[src/rtl/main_decoder_mc_gen.sv]
`timescale 1ns/1ps
`default_nettype none
// ============================================================================
// Module   : main_decoder_mc_gen
// Purpose  : Multicycle RV32I main control FSM with memory handshake, trap
//            state and retired-instruction counter.
// Revision : 1.0
// ============================================================================
module main_decoder_mc_gen #(
    parameter int MEM_WAIT  = 1,
    parameter int TRAP_HOLD = 1,
    parameter int RET_CNT_W = 32
) (
    input  logic                 clk,
    input  logic                 reset,
    input  logic [6:0]           opcode,
    input  logic [2:0]           funct3,
    input  logic                 mem_ready,
    output logic [1:0]           ResultSrc,
    output logic [1:0]           ALUSrcA,
    output logic [1:0]           ALUSrcB,
    output logic [1:0]           ALUOp,
    output logic                 RegWrite,
    output logic                 PCUpdate,
    output logic                 AddrSrc,
    output logic                 MemWrite,
    output logic                 IRWrite,
    output logic                 Branch,
    output logic [2:0]           BrType,
    output logic                 illegal,
    output logic                 retire,
    output logic [RET_CNT_W-1:0] ret_cnt,
    output logic [3:0]           state_o
);

    localparam logic [3:0] S_FETCH    = 4'd0;
    localparam logic [3:0] S_DECODE   = 4'd1;
    localparam logic [3:0] S_MEMADR   = 4'd2;
    localparam logic [3:0] S_MEMREAD  = 4'd3;
    localparam logic [3:0] S_MEMWB    = 4'd4;
    localparam logic [3:0] S_MEMWRITE = 4'd5;
    localparam logic [3:0] S_EXECR    = 4'd6;
    localparam logic [3:0] S_EXECI    = 4'd7;
    localparam logic [3:0] S_LUI      = 4'd8;
    localparam logic [3:0] S_AUIPC    = 4'd9;
    localparam logic [3:0] S_JAL      = 4'd10;
    localparam logic [3:0] S_JALR     = 4'd11;
    localparam logic [3:0] S_JALRLNK  = 4'd12;
    localparam logic [3:0] S_ALUWB    = 4'd13;
    localparam logic [3:0] S_BRANCH   = 4'd14;
    localparam logic [3:0] S_TRAP     = 4'd15;

    logic [3:0]           r_state;
    logic [3:0]           w_next;
    logic [RET_CNT_W-1:0] r_ret_cnt;
    logic                 w_hs;
    logic                 w_br_ok;
    logic                 w_regwrite, w_pcupdate, w_addrsrc, w_memwrite;
    logic                 w_irwrite, w_branch, w_retire;

    assign w_hs    = (MEM_WAIT != 0) ? mem_ready : 1'b1;
    // funct3 010/011 are unassigned branch encodings
    assign w_br_ok = (funct3 != 3'b010) && (funct3 != 3'b011);

    always_ff @(posedge clk or negedge reset) begin
        if (!reset) begin
            r_state <= S_FETCH;
        end else begin
            r_state <= w_next;
        end
    end

    always_comb begin
        w_next = S_FETCH;
        case (r_state)
            S_FETCH:    w_next = w_hs ? S_DECODE : S_FETCH;
            S_DECODE: begin
                case (opcode)
                    7'h03, 7'h23: w_next = S_MEMADR;
                    7'h33:        w_next = S_EXECR;
                    7'h13:        w_next = S_EXECI;
                    7'h6F:        w_next = S_JAL;
                    7'h67:        w_next = (funct3 == 3'b000) ? S_JALR : S_TRAP;
                    7'h37:        w_next = S_LUI;
                    7'h17:        w_next = S_AUIPC;
                    7'h63:        w_next = w_br_ok ? S_BRANCH : S_TRAP;
                    default:      w_next = S_TRAP;
                endcase
            end
            S_MEMADR:   w_next = (opcode == 7'h03) ? S_MEMREAD : S_MEMWRITE;
            S_MEMREAD:  w_next = w_hs ? S_MEMWB : S_MEMREAD;
            S_MEMWB:    w_next = S_FETCH;
            S_MEMWRITE: w_next = w_hs ? S_FETCH : S_MEMWRITE;
            S_EXECR:    w_next = S_ALUWB;
            S_EXECI:    w_next = S_ALUWB;
            S_LUI:      w_next = S_ALUWB;
            S_AUIPC:    w_next = S_ALUWB;
            S_JAL:      w_next = S_ALUWB;
            S_JALR:     w_next = S_JALRLNK;
            S_JALRLNK:  w_next = S_ALUWB;
            S_ALUWB:    w_next = S_FETCH;
            S_BRANCH:   w_next = S_FETCH;
            S_TRAP:     w_next = (TRAP_HOLD != 0) ? S_TRAP : S_FETCH;
            default:    w_next = S_FETCH;
        endcase
    end

    always_comb begin
        ResultSrc  = 2'b00;
        ALUSrcA    = 2'b00;
        ALUSrcB    = 2'b00;
        ALUOp      = 2'b00;
        BrType     = 3'b000;
        illegal    = 1'b0;
        w_regwrite = 1'b0;
        w_pcupdate = 1'b0;
        w_addrsrc  = 1'b0;
        w_memwrite = 1'b0;
        w_irwrite  = 1'b0;
        w_branch   = 1'b0;
        w_retire   = 1'b0;
        case (r_state)
            S_FETCH: begin
                ResultSrc  = 2'b10;
                ALUSrcB    = 2'b10;
                w_irwrite  = w_hs;
                w_pcupdate = w_hs;
            end
            S_DECODE:   begin ALUSrcA = 2'b01; ALUSrcB = 2'b01; end
            S_MEMADR:   begin ALUSrcA = 2'b10; ALUSrcB = 2'b01; end
            S_MEMREAD:  w_addrsrc = 1'b1;
            S_MEMWB: begin
                ResultSrc  = 2'b01;
                w_regwrite = 1'b1;
                w_retire   = 1'b1;
            end
            S_MEMWRITE: begin
                w_addrsrc  = 1'b1;
                w_memwrite = 1'b1;
                w_retire   = w_hs;
            end
            S_EXECR:    begin ALUSrcA = 2'b10; ALUOp = 2'b10; end
            S_EXECI:    begin ALUSrcA = 2'b10; ALUSrcB = 2'b01; ALUOp = 2'b10; end
            S_LUI:      begin ALUSrcA = 2'b11; ALUSrcB = 2'b01; end
            S_AUIPC:    begin ALUSrcA = 2'b01; ALUSrcB = 2'b01; end
            S_JAL, S_JALRLNK: begin
                ALUSrcA    = 2'b01;
                ALUSrcB    = 2'b10;
                w_pcupdate = 1'b1;
            end
            S_JALR:     begin ALUSrcA = 2'b10; ALUSrcB = 2'b01; end
            S_ALUWB:    begin w_regwrite = 1'b1; w_retire = 1'b1; end
            S_BRANCH: begin
                ALUSrcA  = 2'b10;
                ALUOp    = 2'b01;
                BrType   = funct3;
                w_branch = 1'b1;
                w_retire = 1'b1;
            end
            S_TRAP:     illegal = 1'b1;
            default:    ;
        endcase
    end

    // Strobes are forced low combinationally while reset is held
    assign RegWrite = w_regwrite & reset;
    assign PCUpdate = w_pcupdate & reset;
    assign AddrSrc  = w_addrsrc  & reset;
    assign MemWrite = w_memwrite & reset;
    assign IRWrite  = w_irwrite  & reset;
    assign Branch   = w_branch   & reset;
    assign retire   = w_retire   & reset;

    always_ff @(posedge clk or negedge reset) begin
        if (!reset) begin
            r_ret_cnt <= '0;
        end else if (w_retire) begin
            r_ret_cnt <= r_ret_cnt + {{(RET_CNT_W-1){1'b0}}, 1'b1};
        end
    end

    assign ret_cnt = r_ret_cnt;
    assign state_o = r_state;

endmodule
`default_nettype wire
[config.mk]
export PLATFORM = sky130hd
export DESIGN_NAME = main_decoder_mc_gen
export DESIGN_NICKNAME = d
export VERILOG_FILES = /design/src/rtl/main_decoder_mc_gen.sv
export SDC_FILE = /design/constraint.sdc
export NUM_CORES = 1
export LEC_CHECK = 0
export ABC_AREA = 1
export ABC_CLOCK_PERIOD_IN_PS = 2000
export CAP_MARGIN = 20
export CORE_ASPECT_RATIO = 1.75
export CORE_MARGIN = 3
export CORE_UTILIZATION = 35
export DETAILED_ROUTE_END_ITERATION = 7
export GPL_TIMING_DRIVEN = 0
export SLEW_MARGIN = 20
export SYNTH_ARGS = -nofsm -noshare
export SYNTH_HDL_FRONTEND = slang
export SYNTH_SLANG_ARGS = --single-unit
export TNS_END_PERCENT = 30
[constraint.sdc]
create_clock -name clk -period 2 [get_ports clk]
set_input_delay 0.4 -clock clk [delete_from_list [all_inputs] [get_ports clk]]
set_output_delay 0.4 -clock clk [all_outputs]
set_load 0.01 [all_outputs]
==> metrics <==
Post-Syn Area per Cell 5.94 um2; Power Total 1760 uW; unrepaired setup endpoints after global routing yes; CP Cell Sequence inv_2 -> nand2_2 -> nor2_1 -> nor2_2 -> o21ai_0 -> dlygate4sd2_1; fin nets 546; worst-margin pin slew 802 ps; R2R Path End ret_cnt[8]$_DFFE_PN0P_; Layout fillers 754; WS Path Type reg2out; CP startpoint kind register; Initial Util 0.365; TritonCTS clock tree yes; status complete, no violations; final max-slew violation count 0; r2r setup slk 290 ps; Reg area 906 um2; Multi-input gate area 1560 um2; WL per Instance 13.8 um; first-pass GRT wire length 14,100 um; final std cells w/o fill 619; GP Congestion 0.882; CP max stage cell dfrtp_2; Worst Path Buf+Inv 2; Slew headroom 0.464; Total Routing Usage GR 0.211; Area Overhead vs Synth 41.5%; Mapped Cells 447; Crit path required time 1600 ps; Worst Clk Skew 8.78 ps; WL final 8540 um; depth of the CTS H-tree 2; setup violators final 0; DIE AREA 8710 um2; element type at the critical path end output pin; antenna-violating nets left 0; die height 121 um; Fmax 0.507 GHz; input/output buffers 67; syn_nets 461; Clock Pin Slew Worst Setup and Hold Paths 60 ps; Vias/cell 4.76; largest net degree at the start of global routing 20; Max Cap Viol 0; DRC Markers 0; Distinct cells, synth 23; CTS Buf Count 5; Core Box Area 7280 um2; via count 2,944; total gr overflow 0; cell count after placement 601; Critical R2R Launch ret_cnt[0]$_DFFE_PN0P_; Placed Area 3460 um2; vias in the first global route 2,963; Seq/Total Area, Yosys 0.339; ANT cells 0; CTS max path bufs 2; Crit path largest cell delay 430 ps; PwrDens 469 nW/um2; # clock sinks 36; drt initial violations 143; crit path time final 1970 ps; Hold Path Class in2async; Pre-antenna DRT Iters 4; Worst-Skew Late Latency 290 ps; worst reg-to-reg path cell count 8; crit-path max FO 5; Placement Rows 41; initial antenna violation count 0; Final Cycle Share 0.987; LEAKAGE 0.00185 uW; Worst Path Arrival 1570 ps; Top Family by Delay on Critical Path flip-flops; Root Buffer Master clkbuf_16; synthesized flop and latch total 36; fraction of layout instances using a drive strength above 1 0.113; yosys warns 0; DIE WIDTH 71.9 um; WHS 59.8 ps; final hold vios 0; VDD IR max 270 uV; I/O pin cnt 68; final setup TNS 0 ps; final std cell area, no fill 3760 um2; dpl hpwl 6810 um; Post-Syn Area 2660 um2
==> state kept, by name, summed over array words and instances, names as in the netlist <==
signal   cells
ret_cnt     32
state_o      4
==> layout by cell type (no fill, tap or decap), types with 2 or more instances in the layout <==
cell type	netlist	routed
nor2_4	1	4
dlygate4sd2_1	0	12
nor2_1	82	77
dfrtp_1	36	32
a21oi_2	0	2
nand2_1	196	192
o21ai_0	10	10
buf_2	2	7
nand4_1	6	6
xnor2_1	6	6
nand2_4	0	3
nand3_1	23	23
buf_6	2	3
buf_4	1	10
clkdlybuf4s50_1	0	47
o2111ai_1	2	2
nand2_2	4	5
clkbuf_8	0	2
nor2_2	3	5
inv_1	53	51
xor2_1	6	6
inv_2	3	4
nor3_1	3	3
o211ai_1	2	2
dfrtp_2	0	4
clkbuf_16	0	5
==> through the flow <==
| stage | util | worst slack, ps |
|---|---|---|
| final | 0.516 | 26.9 |
| after floorplan | - | 267 |
| after global placement | 0.471 | -1750 |
| after CTS | 0.510 | -166 |
| after detailed placement | 0.475 | -477 |
| after global routing | 0.516 | -50.8 |
==> routing by layer <==
| metal | share of wire | track usage | up-vias |
|---|---|---|---|
| li1 | - | - | 1522 |
| met1 | 0.34 | 0.198 | 1320 |
| met2 | 0.56 | 0.406 | 79 |
| met3 | 0.048 | 0.0456 | 23 |
| met4 | 0.053 | 0.118 | 0 |
| met5 | 0 | 0 | - |
==> how the worst max path moves through the flow <==
stage                 end                 start  cells after the start  slack [ps]
5_1_grt        ALUSrcB[1]  state_o[0]$_DFF_PN0_                      6         -50
4_1_cts          RegWrite  state_o[1]$_DFF_PN0_                      6        -170
6_report       ALUSrcB[1]  state_o[0]$_DFF_PN0_                      6          30
3_5_place_dp       retire             mem_ready                      7        -480
2_1_floorplan      retire  state_o[3]$_DFF_PN0_                      8         270
3_3_place_gp     MemWrite                 reset                      4       -1750
==> cell type report <==
cell class,count,area share
plain buffers,4,0.00866
multi-input cells,349,0.415
repair buffers,79,0.197
clock buffers,7,0.0406
well taps,86,0.0286
clock inverters,1,0.00799
flip-flops and latches,36,0.241
inverters,57,0.0609
==> report_power, final <==
part           leakage (uW)  switching [uW]  total (uW)  internal, uW
registers          0.000476               0         729           729
clock network     0.0000901             307         963           656
logic               0.00129            36.5        69.3          32.8
==> synth_stat cells (all sizes together) <==
| master | number | area [um2] |
|---|---|---|
| dfrtp | 36 | 901 |
| ha | 1 | 12.5 |
| o2111ai | 2 | 17.5 |
| buf | 5 | 40.0 |
| o211ai | 2 | 15.0 |
| nor3 | 3 | 15.0 |
| xnor2 | 6 | 52.6 |
| inv | 57 | 216 |
| nand2 | 200 | 761 |
| nor2 | 86 | 338 |
| nand4 | 6 | 37.5 |
| xor2 | 6 | 52.6 |
| nand3 | 24 | 133 |
| o21ai | 10 | 50.1 |
| a21oi | 3 | 15.0 |
==> cells by family after synthesis <==
logic type	share of synthesized area
xor gates and xnor gates	0.0396
AOI/OAI and AO/OA	0.0367
DFF	0.339
buffers and inverters	0.0966
adders and majority gates	0.00471
and+or+nand+nor	0.483
==> repair_timing <==
item / in CTS / in global routing
gates resized for setup: 53 / 12
pin swaps: 4 / 2
buffers inserted: 5 / 5
hold endpoints to repair: 18 / 0
setup endpoints to repair: 19 / 9
gates cloned: 0 / 0
hold buffers: 1 / 0
Power figures use the tool's default switching activity.
